## config.mk

```make
export PLATFORM = sky130hd
export DESIGN_NAME = clp_scheduler
export DESIGN_NICKNAME = d
export VERILOG_FILES = /design/src/rtl/clp_scheduler.sv
export SDC_FILE = /design/constraint.sdc
export NUM_CORES = 1
export LEC_CHECK = 0
export CAP_MARGIN = 20
export CORE_MARGIN = 2
export CORE_UTILIZATION = 30
export CTS_CLUSTER_DIAMETER = 40
export DETAILED_ROUTE_END_ITERATION = 8
export HOLD_SLACK_MARGIN = 0.06
export SLEW_MARGIN = 15
export SYNTH_ARGS = -nofsm -noshare
export SYNTH_HDL_FRONTEND = slang
export SYNTH_SLANG_ARGS = --single-unit
```

## constraint.sdc

```tcl
create_clock -name clk -period 4.5 [get_ports clk]
set_input_delay 0.45 -clock clk [delete_from_list [all_inputs] [get_ports clk]]
set_output_delay 0.45 -clock clk [all_outputs]
set_load 0.03 [all_outputs]
```

## src/rtl/clp_scheduler.sv

```systemverilog
// Round-robin scheduler that shares one CLP runtime counter among NREQ requesters,
// launching one operation at a time and reporting its measured run length.
module clp_scheduler #(
    parameter int unsigned NREQ      = 4,
    parameter int unsigned TIME_W    = 16,
    parameter int unsigned CNT_MAX   = 4095,
    parameter int unsigned START_TMO = 4
) (
    input  logic                     clk,
    input  logic                     rst,
    input  logic [NREQ-1:0]          req,
    input  logic [NREQ*TIME_W-1:0]   work_time,
    output logic [NREQ-1:0]          grant,
    output logic [NREQ-1:0]          done,
    output logic                     err,
    output logic                     busy,
    output logic                     clp_enable,
    output logic [TIME_W-1:0]        clp_work_time,
    input  logic                     clp_state,
    output logic [TIME_W-1:0]        run_cycles
);

    localparam int unsigned IdxW = (NREQ > 1) ? $clog2(NREQ) : 1;
    localparam int unsigned TmoW = (START_TMO > 1) ? $clog2(START_TMO) : 1;
    localparam logic [NREQ-1:0] Lsb = NREQ'(1);

    typedef enum logic [2:0] {
        StIdle,
        StLaunch,
        StWaitStart,
        StRun,
        StDone
    } state_e;

    state_e            state_q, state_d;
    logic [IdxW-1:0]   idx_q, idx_d;
    logic [IdxW-1:0]   rr_q, rr_d;
    logic [TIME_W-1:0] work_q, work_d;
    logic [TIME_W-1:0] run_cnt_q, run_cnt_d;
    logic [TmoW-1:0]   tmo_cnt_q, tmo_cnt_d;
    logic              timeout_q, timeout_d;
    logic [TIME_W-1:0] run_cycles_q, run_cycles_d;

    logic              pick_vld;
    logic [IdxW-1:0]   pick_idx;
    logic [IdxW-1:0]   cand;
    logic [TIME_W-1:0] wt_raw;
    logic [TIME_W-1:0] wt_clamped;

    // First requester at or after rr_q, wrapping around.
    always_comb begin
        pick_vld = 1'b0;
        pick_idx = '0;
        cand     = '0;
        for (int unsigned k = 0; k < NREQ; k++) begin
            cand = IdxW'((32'(rr_q) + k) % NREQ);
            if (!pick_vld && req[cand]) begin
                pick_vld = 1'b1;
                pick_idx = cand;
            end
        end
    end

    always_comb begin
        wt_raw     = work_time[pick_idx*TIME_W +: TIME_W];
        wt_clamped = (32'(wt_raw) > CNT_MAX) ? TIME_W'(CNT_MAX) : wt_raw;
    end

    always_comb begin
        state_d      = state_q;
        idx_d        = idx_q;
        rr_d         = rr_q;
        work_d       = work_q;
        run_cnt_d    = run_cnt_q;
        tmo_cnt_d    = tmo_cnt_q;
        timeout_d    = timeout_q;
        run_cycles_d = run_cycles_q;
        unique case (state_q)
            StIdle: begin
                if (pick_vld) begin
                    idx_d   = pick_idx;
                    work_d  = wt_clamped;
                    state_d = StLaunch;
                end
            end
            StLaunch: begin
                run_cnt_d = '0;
                tmo_cnt_d = '0;
                timeout_d = 1'b0;
                state_d   = StWaitStart;
            end
            StWaitStart: begin
                // The first high cycle of clp_state is seen here, so it is counted here.
                if (clp_state) begin
                    run_cnt_d = TIME_W'(1);
                    state_d   = StRun;
                end else if (32'(tmo_cnt_q) + 1 >= START_TMO) begin
                    timeout_d = 1'b1;
                    state_d   = StDone;
                end else begin
                    tmo_cnt_d = tmo_cnt_q + 1'b1;
                end
            end
            StRun: begin
                if (clp_state) begin
                    if (run_cnt_q != {TIME_W{1'b1}}) begin
                        run_cnt_d = run_cnt_q + 1'b1;
                    end
                end else begin
                    state_d = StDone;
                end
            end
            StDone: begin
                run_cycles_d = timeout_q ? '0 : run_cnt_q;
                rr_d         = (32'(idx_q) == NREQ - 1) ? '0 : idx_q + 1'b1;
                state_d      = StIdle;
            end
            default: state_d = StIdle;
        endcase
    end

    always_ff @(posedge clk or negedge rst) begin
        if (!rst) begin
            state_q      <= StIdle;
            idx_q        <= '0;
            rr_q         <= '0;
            work_q       <= '0;
            run_cnt_q    <= '0;
            tmo_cnt_q    <= '0;
            timeout_q    <= 1'b0;
            run_cycles_q <= '0;
        end else begin
            state_q      <= state_d;
            idx_q        <= idx_d;
            rr_q         <= rr_d;
            work_q       <= work_d;
            run_cnt_q    <= run_cnt_d;
            tmo_cnt_q    <= tmo_cnt_d;
            timeout_q    <= timeout_d;
            run_cycles_q <= run_cycles_d;
        end
    end

    always_comb begin
        busy          = (state_q != StIdle);
        clp_enable    = (state_q == StLaunch);
        grant         = busy ? (Lsb << idx_q) : '0;
        done          = (state_q == StDone) ? (Lsb << idx_q) : '0;
        err           = (state_q == StDone) && timeout_q;
        clp_work_time = work_q;
        run_cycles    = run_cycles_q;
    end

endmodule

```

==> flow_summary.json <==
{
  "outcome": "complete, no violations",
  "clock_skew_ps": 11.4,
  "cp.required_ps": 4050,
  "final_cell_mix": "112 x clkdlybuf4s50_1, 58 x dfrtp_1, 28 x nand2_1, 26 x nand3_1",
  "root_buffer": "clkbuf_8",
  "fin_crit_sh": 0.618,
  "die_w_um": 107,
  "synth_area_leaders": "dfrtp_1 45%, mux2i_1 4.1%, nand3_1 4.1%, o211a_1 3.8%, nand2b_1 3.7%",
  "arrival_ps": 2330,
  "place_area_um2": 4390,
  "placement_rows": 37,
  "nets": 504,
  "multi_input_area_um2": 1620,
  "synth_edf_count": 0,
  "max-clock-path-buffers": 2,
  "fmaxAchievable_ghz": 0.360,
  "drv_slew": 0,
  "final_area_um2": 4620,
  "clk_latency_ps": 340,
  "synth_seq_cells": 58,
  "grt_pass1_vias": 2775,
  "drive_above_1_share": 0.0764,
  "relSlewSlack": 0.391,
  "clk_pin_slew_ps": 70,
  "setup.worst_path.start_class": "flip-flop",
  "vias": 2678,
  "regArea_um2": 1450,
  "maxCapViolations": 0,
  "cts.hold.buffers_added": 0,
  "crit_type": "reg -> out",
  "synth_area_um2": 3190,
  "max_slew.worst_pin.slew_ps": 911,
  "hold_viol_final": 0,
  "io_buffers": 113,
  "hold_class": "in -> async",
  "ir_worst_vdd_v": 0.000156,
  "critPathMaxFanout": 12,
  "power_density_nw_per_um2": 431,
  "num_antenna_cells": 0,
  "antenna_found_initial": 0,
  "finalWirelength_um": 8210,
  "drt_iter0_markers": 79,
  "area_delta_synth_final_pct": 44.5,
  "ys.flop_type": "dfrtp_1",
  "total_power_mw": 1.99,
  "finalCriticalPeriod_ps": 2780,
  "clock-sinks": 58,
  "num_io_pins": 114,
  "place_hpwl_um": 6200,
  "slowest_stage": "or3_1",
  "slowest_delay_ps": 620,
  "ctsResizeCount": 0,
  "numCtsBuffers": 9,
  "grt_max_degree": 59,
  "yosys.area.top_type_share": 0.454,
  "ys_types": 50,
  "fillers": 1014,
  "place_inst": 552,
  "path_cells": "or3_1, and2_1, clkdlybuf4s50_1",
  "wl_per_cell_um": 14.4,
  "postCtsSetupRepairBufs": 0,
  "gp_congestion": 0.786,
  "dieArea_um2": 11500,
  "grt.overflow.total": 0,
  "setup_viol": 0,
  "rsz0062_at_grt": "no",
  "syn_area_per_cell_um2": 9.98,
  "drcViolationCount": 0,
  "cts_tree": "done",
  "synth_nets": 397,
  "finalSetupTns_ps": 0,
  "final_common_cell": "clkdlybuf4s50_1",
  "syn_inst": 320,
  "via_per_inst": 4.71,
  "async_flop_share": 1.00,
  "track_usage": 0.152,
  "yosys_warnings": 0,
  "endpoint_kind": "output port",
  "drtAntennaViolNets": 0,
  "drt-pass1-iter-count": 4,
  "p_leak_nw": 1.87,
  "ys_seq_area_frac": 0.454,
  "grt_pass1_wl_um": 13400,
  "synth.largest_area_cell": "dfrtp_1",
  "h-tree-depth": 3,
  "final_cells": 568,
  "core_area_um2": 10300,
  "start_util": 0.309,
  "dieHeight_um": 107
}
metrics by stage:
step,util,setup WS [ps],hold WS (ps)
floorplan,-,2670,154
global placement,0.426,1750,461
detailed placement,0.426,1670,470
CTS,0.447,1680,274
global route,0.447,1600,317
finish,0.447,1720,253
kinds of logic (layout without fill, tap and decap cells):
group                    count (synthesis)  in the layout  synth area share
adder cells (fa/ha/maj)                  6              6            0.0235
multiplexers                            15             15            0.0478
buffers and inverters                   23            135            0.0384
XOR/XNOR                                13             13            0.0356
flip-flops                              58             58             0.454
AO/OA/AOI/OAI                           61             61             0.149
AND/OR/NAND/NOR                        144            144             0.251
Yosys cell counts (all sizes together) (6+ instances only):
master,instances
clkbuf,8
o21ai,24
and2,9
o22a,12
nor2b,6
and3,7
buf,10
nor2,25
dfrtp,58
nand2b,19
xor2,10
mux2i,13
o211a,12
nand3,26
ha,6
nand2,28
final cells by class:
type	instances	share of cell area
Clock buffer	11	0.0306
Sequential cell	58	0.314
Tap cell	136	0.0369
Clock inverter	5	0.0168
Timing Repair Buffer	114	0.246
Inverter	5	0.00407
Multi-Input combinational cell	239	0.352
sequential cells by signal, summed over array words and instances, names as in the netlist:
register and count:
clp_work_time 16, timeout_q 1, tmo_cnt_q 2, run_cnt_q 16, rr_q 2, state_q 3, run_cycles 16, idx_q 2
final timing paths:
path	cells after the start	slack, ps	startpoint	end
max	3	1720	state_q[1]	grant[0]
min	2	250	rst	run_cycles[4]
max reg2reg	5	2130	state_q[1]	clp_work_time[11]
min reg2reg	2	480	run_cycles[13]	run_cycles[13]
max in group asynchronous	2	3740	rst	rr_q[1]
min in group clk	2	480	run_cycles[13]	run_cycles[13]
report_power, final:
group          internal [mW]  switching (mW)
Combinational          0.333           0.436
Clock                  0.325           0.206
Sequential             0.595          0.0966
Total                   1.25           0.739
critical path: cells and delay by family (launching register included):
| family | cells | cell delay [ps] |
|---|---|---|
| simple gates | 2 | 900 |
| buf+inv | 1 | 600 |
| flops | 1 | 490 |
metal layers:
layer	routed length, um	GRT usage
met4	165	0.0566
met2	3880	0.252
met5	0	0
met1	3370	0.169
met3	795	0.0711
Note: power is estimated with default switching activity, not from simulation.
